$ cat src/rtl/enigma_pkg.sv
// Shared Enigma rotor definitions: alphabet constants, wiring tables, notch positions
// and mod-26 letter helpers used by the rotor stages.
package enigma_pkg;

    localparam int LETTERS = 26;
    localparam int POS_W   = 5;
    localparam logic [POS_W-1:0] LETTERS_W = POS_W'(LETTERS);

    typedef enum logic [1:0] {
        CFG_ROTOR_I   = 2'b00,
        CFG_ROTOR_II  = 2'b01,
        CFG_ROTOR_III = 2'b10,
        CFG_NONE      = 2'b11
    } cfg_e;

    typedef struct packed {
        logic             valid;
        logic [POS_W-1:0] idx;
    } letter_t;

    localparam logic [POS_W-1:0] NOTCH_I   = 5'd17;
    localparam logic [POS_W-1:0] NOTCH_II  = 5'd5;
    localparam logic [POS_W-1:0] NOTCH_III = 5'd22;

    localparam logic [POS_W-1:0] FWD_I [LETTERS] = '{
        5'd4, 5'd10, 5'd12, 5'd5, 5'd11, 5'd6, 5'd3, 5'd16, 5'd21, 5'd25, 5'd13, 5'd19, 5'd14,
        5'd22, 5'd24, 5'd7, 5'd23, 5'd20, 5'd18, 5'd15, 5'd0, 5'd8, 5'd1, 5'd17, 5'd2, 5'd9};
    localparam logic [POS_W-1:0] FWD_II [LETTERS] = '{
        5'd0, 5'd9, 5'd3, 5'd10, 5'd18, 5'd8, 5'd17, 5'd20, 5'd23, 5'd1, 5'd11, 5'd7, 5'd22,
        5'd19, 5'd12, 5'd2, 5'd16, 5'd6, 5'd25, 5'd13, 5'd15, 5'd24, 5'd5, 5'd21, 5'd14, 5'd4};
    localparam logic [POS_W-1:0] FWD_III [LETTERS] = '{
        5'd1, 5'd3, 5'd5, 5'd7, 5'd9, 5'd11, 5'd2, 5'd15, 5'd17, 5'd19, 5'd23, 5'd21, 5'd25,
        5'd13, 5'd24, 5'd4, 5'd8, 5'd22, 5'd6, 5'd0, 5'd10, 5'd12, 5'd20, 5'd18, 5'd16, 5'd14};

    localparam logic [POS_W-1:0] INV_I [LETTERS] = '{
        5'd20, 5'd22, 5'd24, 5'd6, 5'd0, 5'd3, 5'd5, 5'd15, 5'd21, 5'd25, 5'd1, 5'd4, 5'd2,
        5'd10, 5'd12, 5'd19, 5'd7, 5'd23, 5'd18, 5'd11, 5'd17, 5'd8, 5'd13, 5'd16, 5'd14, 5'd9};
    localparam logic [POS_W-1:0] INV_II [LETTERS] = '{
        5'd0, 5'd9, 5'd15, 5'd2, 5'd25, 5'd22, 5'd17, 5'd11, 5'd5, 5'd1, 5'd3, 5'd10, 5'd14,
        5'd19, 5'd24, 5'd20, 5'd16, 5'd6, 5'd4, 5'd13, 5'd7, 5'd23, 5'd12, 5'd8, 5'd21, 5'd18};
    localparam logic [POS_W-1:0] INV_III [LETTERS] = '{
        5'd19, 5'd0, 5'd6, 5'd1, 5'd15, 5'd2, 5'd18, 5'd3, 5'd16, 5'd4, 5'd20, 5'd5, 5'd21,
        5'd13, 5'd25, 5'd7, 5'd24, 5'd8, 5'd23, 5'd9, 5'd22, 5'd11, 5'd17, 5'd10, 5'd14, 5'd12};

    // Both operands are assumed already reduced to 0..25, so one correction suffices.
    function automatic logic [POS_W-1:0] mod_add(input logic [POS_W-1:0] a,
                                                 input logic [POS_W-1:0] b);
        logic [POS_W:0] s;
        s = {1'b0, a} + {1'b0, b};
        if (s >= {1'b0, LETTERS_W}) begin
            s = s - {1'b0, LETTERS_W};
        end
        return s[POS_W-1:0];
    endfunction

    function automatic logic [POS_W-1:0] mod_sub(input logic [POS_W-1:0] a,
                                                 input logic [POS_W-1:0] b);
        if (a >= b) begin
            return a - b;
        end
        return a + LETTERS_W - b;
    endfunction

    function automatic letter_t onehot_to_idx(input logic [LETTERS-1:0] oh);
        letter_t r;
        int      cnt;
        r   = '0;
        cnt = 0;
        for (int i = 0; i < LETTERS; i++) begin
            if (oh[i]) begin
                r.idx = POS_W'(i);
                cnt   = cnt + 1;
            end
        end
        r.valid = (cnt == 1);
        return r;
    endfunction

    function automatic logic [LETTERS-1:0] idx_to_onehot(input logic [POS_W-1:0] idx);
        logic [LETTERS-1:0] oh;
        oh = '0;
        if (idx < LETTERS_W) begin
            oh[idx] = 1'b1;
        end
        return oh;
    endfunction

    function automatic logic [POS_W-1:0] fwd_lookup(input logic [1:0] cfg,
                                                    input logic [POS_W-1:0] c);
        logic [POS_W-1:0] w;
        w = c;
        if (c < LETTERS_W) begin
            case (cfg_e'(cfg))
                CFG_ROTOR_I:   w = FWD_I[c];
                CFG_ROTOR_II:  w = FWD_II[c];
                CFG_ROTOR_III: w = FWD_III[c];
                default:       w = c;
            endcase
        end
        return w;
    endfunction

endpackage

$ cat src/rtl/rotor_inv_wiring.sv
// Combinational inverse-wiring lookup (contact c -> contact w) for the selected rotor.
module rotor_inv_wiring
    import enigma_pkg::*;
(
    input  logic [1:0]       cfg,
    input  logic [POS_W-1:0] c,
    output logic [POS_W-1:0] w
);

    always_comb begin
        w = c;
        if (c < LETTERS_W) begin
            case (cfg_e'(cfg))
                CFG_ROTOR_I:   w = INV_I[c];
                CFG_ROTOR_II:  w = INV_II[c];
                CFG_ROTOR_III: w = INV_III[c];
                default:       w = c;
            endcase
        end
    end

endmodule

$ cat src/rtl/rotor_return.sv
// Return-path Enigma rotor stage: inverse wiring with rotational offset, 1-cycle latency.
// Optional ring setting input is enabled by defining ROTOR_RING_SETTING_EN.
module rotor_return
    import enigma_pkg::*;
(
    input  logic               clk,
    input  logic               resetn,
    input  logic               in_valid,
    input  logic [LETTERS-1:0] in_char,
    input  logic [1:0]         wiring_config,
    input  logic               load,
    input  logic [POS_W-1:0]   load_pos,
    input  logic               step,
`ifdef ROTOR_RING_SETTING_EN
    input  logic [POS_W-1:0]   ring_pos,
`endif
    output logic               out_valid,
    output logic [LETTERS-1:0] out_char,
    output logic [POS_W-1:0]   position,
    output logic               notch
);

    logic [POS_W-1:0]   pos_q, pos_d;
    logic               out_valid_q, out_valid_d;
    logic [LETTERS-1:0] out_char_q, out_char_d;

    letter_t            dec;
    logic [POS_W-1:0]   offset;
    logic [POS_W-1:0]   wire_in;
    logic [POS_W-1:0]   wire_out;
    logic [POS_W-1:0]   out_idx;
`ifdef ROTOR_RING_SETTING_EN
    logic [POS_W-1:0]   ring_eff;
`endif

    // Load wins over step; out-of-range load values snap to position 0.
    always_comb begin
        pos_d = pos_q;
        if (load) begin
            pos_d = (load_pos < LETTERS_W) ? load_pos : '0;
        end else if (step) begin
            pos_d = mod_add(pos_q, POS_W'(1));
        end
    end

    always_comb begin
`ifdef ROTOR_RING_SETTING_EN
        ring_eff = (ring_pos < LETTERS_W) ? ring_pos : '0;
        offset   = mod_sub(pos_q, ring_eff);
`else
        offset   = pos_q;
`endif
        dec     = onehot_to_idx(in_char);
        wire_in = mod_add(dec.idx, offset);
    end

    rotor_inv_wiring u_inv_wiring (
        .cfg (wiring_config),
        .c   (wire_in),
        .w   (wire_out)
    );

    // Malformed input still produces a valid beat, but with an all-zero letter.
    always_comb begin
        out_idx     = mod_sub(wire_out, offset);
        out_valid_d = in_valid;
        out_char_d  = out_char_q;
        if (in_valid) begin
            out_char_d = dec.valid ? idx_to_onehot(out_idx) : '0;
        end
    end

    always_comb begin
        case (cfg_e'(wiring_config))
            CFG_ROTOR_I:   notch = (pos_q == NOTCH_I);
            CFG_ROTOR_II:  notch = (pos_q == NOTCH_II);
            CFG_ROTOR_III: notch = (pos_q == NOTCH_III);
            default:       notch = 1'b0;
        endcase
    end

    always_ff @(posedge clk or negedge resetn) begin
        if (!resetn) begin
            pos_q       <= '0;
            out_valid_q <= 1'b0;
            out_char_q  <= '0;
        end else begin
            pos_q       <= pos_d;
            out_valid_q <= out_valid_d;
            out_char_q  <= out_char_d;
        end
    end

    assign position  = pos_q;
    assign out_valid = out_valid_q;
    assign out_char  = out_char_q;

endmodule

$ cat config.mk
export PLATFORM = sky130hd
export DESIGN_NAME = rotor_return
export DESIGN_NICKNAME = d
export VERILOG_FILES = /design/src/rtl/enigma_pkg.sv /design/src/rtl/rotor_inv_wiring.sv /design/src/rtl/rotor_return.sv
export SDC_FILE = /design/constraint.sdc
export NUM_CORES = 1
export LEC_CHECK = 0
export BUFFER_PORTS_ARGS = -buffer_cell sky130_fd_sc_hd__buf_2
export CELL_PAD_IN_SITES_DETAIL_PLACEMENT = 0
export CELL_PAD_IN_SITES_GLOBAL_PLACEMENT = 1
export CORE_MARGIN = 8
export CORE_UTILIZATION = 40
export DETAILED_ROUTE_END_ITERATION = 7
export PLACE_DENSITY = 0.73
export SLEW_MARGIN = 20
export SYNTH_ARGS = -nofsm -noshare
export SYNTH_HDL_FRONTEND = slang
export SYNTH_SLANG_ARGS = --single-unit
$ cat constraint.sdc
create_clock -name clk -period 14.3 [get_ports clk]
set_input_delay 1.43 -clock clk [delete_from_list [all_inputs] [get_ports clk]]
set_output_delay 1.43 -clock clk [all_outputs]
set_load 0.03 [all_outputs]
==> reports/metrics.yaml <==
run_status:
  status: "finished with violations"
  violations: "setup timing"
detailed_routing:
  ant_nets: 0
  firstDrtPassIters: 5
  drt_iter0_drc: 409
  vias: 7973
  vias_per_cell: 5.48
  wl_per_cell_um: 15.5
  drc: 0
  finalWirelength_um: 22500
floorplanning:
  die_area_um2: 24600
  fp.dieH_um: 157
  fp.coreArea_um2: 19500
  ios: 71
  die_x_um: 157
  rows: 51
  start_util_pct: 40.7
clocking:
  cts_sinks: 32
  cts.clk_slew.worst_paths_ns: 0.05
  cts_buffers: 5
  cts_tree: "built"
  cts-hold-fix-buffers: 0
  cts-root-buf: "clkbuf_16"
  cts_buffer_depth: 2
  cts_max_level: 2
  clk_latency_ns: 0.27
cells_and_area:
  area_delta_synth_final_pct: 29.9
  antenna_cells: 0
  drive_above_1_share_pct: 31.5
  fin_nets: 1289
synth:
  synth_nets: 1133
  yosys_warnings: 0
  synth-seq-area-share_pct: 10.1
  async_flop_share_pct: 100
  synth_seq_cells: 32
  yosysMostFrequentCell: "nand2_1"
  synth_largest_area_cell: "dfrtp_1"
  yosys-top-cells-area: "dfrtp_1 10%, ha_1 9.0%, xnor2_1 7.0%, nand2_1 5.2%, xnor3_1 4.5%"
  synth_top_cell_area_share_pct: 10.1
  yosys.cell_types.count: 95
  syn_inst: 1034
  syn_area_um2: 7930
  synth-main-ff-cell: "dfrtp_1"
  synth_common_cells: "110 x nand2_1, 83 x nor2_1, 79 x inv_1, 63 x xnor2_1, 61 x a21oi_1"
  synth_edf_count: 0
  synth.avg_cell_area_um2: 7.67
critical_path:
  cp_max_fo: 5
  cp.arrival_ns: 14.76
  critPathSlowestCell: "ha_1"
  critPathCaptureType: "register"
  crit_path_end: "out_char[25]$_DFFE_PN0P_"
  cpMostUsedCell: "ha_4"
  path_depth: 81
  start_kind: "input pin"
  path_class: "in -> reg"
  critPathMaxStageDelay_ns: 0.30
  required_ns: 14.46
  reg2reg_from: "position[0]$_DFFE_PN0P_"
  cp.buffers_inverters: 7
  crit_path_start: "in_char[1]"
  reg2reg_to: "out_char[5]$_DFFE_PN0P_"
  ff2ff_path_depth: 29
  rrSetupSlack_ns: 7.09
  path_delay_family: "adder cells"
timing:
  hold_violations: 0
  layout_setup_ws_ns: -0.299
  slew_viol_final: 0
  holdWs_ns: 0.525
  tns_ns: -6.13
  rsz0062_at_grt: "yes"
  setup-violations-final: 26
  final.period_utilization_pct: 102
  fin_worst_skew_ns: 0.00156
  max-slew-margin-rel_pct: 51.4
  worstMarginPinSlew_ns: 0.729
  finalCriticalPeriod_ns: 14.60
  max_freq_mhz: 68.5
place:
  port_buffers: 70
  gp_congestion: 0.826
  place_hpwl_um: 17800
global_routing:
  grt_use_total_pct: 18.4
  overflow: 0
  grt_pass1_vias: 7913
  grt_pass1_wl_um: 38100
  grt_max_degree: 33
  antenna_found_initial: 3
flow_run:
  drv_cap: 0
hold_path:
  hp-class: "reg -> reg"
[worst min path at each step]
| stage | startpoint | to | slack (ns) | cells after the start |
|---|---|---|---|---|
| 3_3_place_gp | out_char[18]$_DFFE_PN0P_ | out_char[18]$_DFFE_PN0P_ | 0.51 | 2 |
| 5_1_grt | out_char[13]$_DFFE_PN0P_ | out_char[13]$_DFFE_PN0P_ | 0.55 | 2 |
| 3_5_place_dp | out_char[2]$_DFFE_PN0P_ | out_char[2]$_DFFE_PN0P_ | 0.52 | 2 |
| 6_report | out_char[13]$_DFFE_PN0P_ | out_char[13]$_DFFE_PN0P_ | 0.53 | 2 |
| 4_1_cts | out_char[2]$_DFFE_PN0P_ | out_char[2]$_DFFE_PN0P_ | 0.53 | 2 |
| 2_1_floorplan | out_char[0]$_DFFE_PN0P_ | out_char[0]$_DFFE_PN0P_ | 0.67 | 2 |
[worst reg2reg max path: cells and delay by family (launching register included)]
family / cells / cell delay (ns)
AO/OA/AOI/OAI: 14 / 3.02
XOR/XNOR: 2 / 0.53
adder cells (fa/ha/maj): 3 / 0.98
buffers and inverters: 4 / 0.75
flip-flops: 1 / 0.53
multiplexers: 1 / 0.26
AND/OR/NAND/NOR: 5 / 1.03
[final cells by class]
cell class / count / area, um2
Timing Repair Buffer: 199 / 1390
Inverter: 79 / 309
Fill cell: 1835 / 9160
Clock inverter: 1 / 7.51
Tap cell: 265 / 332
Clock buffer: 7 / 143
Sequential cell: 32 / 801
Multi-Input combinational cell: 873 / 7320
[sequential cells by signal (all words and copies together) (netlist names)]
name	count
position	5
out_valid	1
out_char	26
[repair_timing]
item                                    CTS  global route
cloned                                    0             0
pin swaps                                33            14
resized for setup                        23            46
buffers inserted                         18            11
endpoints found under the setup margin   26            26
hold endpoints to repair                  0             0
[layout by cell type, fill, tap and decap left out, drive strengths merged, types with 22 or more instances in the layout]
cell | synthesis | layout
xnor2 | 80 | 80
buf | 6 | 199
nor2 | 84 | 84
xor2 | 29 | 29
nor3 | 22 | 22
ha | 57 | 57
nand3 | 41 | 41
inv | 79 | 79
a21oi | 62 | 62
o21ai | 55 | 55
nand2 | 110 | 110
dfrtp | 32 | 32
o22ai | 36 | 36
[per-stage QoR]
| step | utilization [%] | std cells | worst slack [ns] | instance area (um2) |
|---|---|---|---|---|
| after CTS | 51.3 | 1447 | -0.461 | 9980 |
| after global routing | 52.9 | 1456 | -0.850 | 10300 |
| after global placement | 49.2 | 1422 | -1.05 | 9580 |
| final | 52.9 | 1456 | -0.299 | 10300 |
| after floorplan | - | 1034 | -1.13 | 8270 |
| after detailed placement | 49.2 | 1422 | -1.31 | 9580 |
[kinds of logic after synthesis]
| group | count (synthesis) | synth area share, % |
|---|---|---|
| compound gates | 287 | 24.5 |
| xor+xnor | 132 | 21.4 |
| fa+ha+maj | 62 | 10.1 |
| buf+inv | 129 | 6.37 |
| flops | 32 | 10.1 |
| mux | 30 | 4.67 |
| simple gates | 362 | 22.8 |
[layer usage]
layer	part of all wire, %	global-route usage, %
met5	0.17	0
met3	2.9	2.04
met1	47	24.1
met2	49	32.3
met4	1.0	2.97
Power is left out: the tool's default activity adds up to more than one toggle a clock period on the data nets, which glitch-free logic cannot reach.
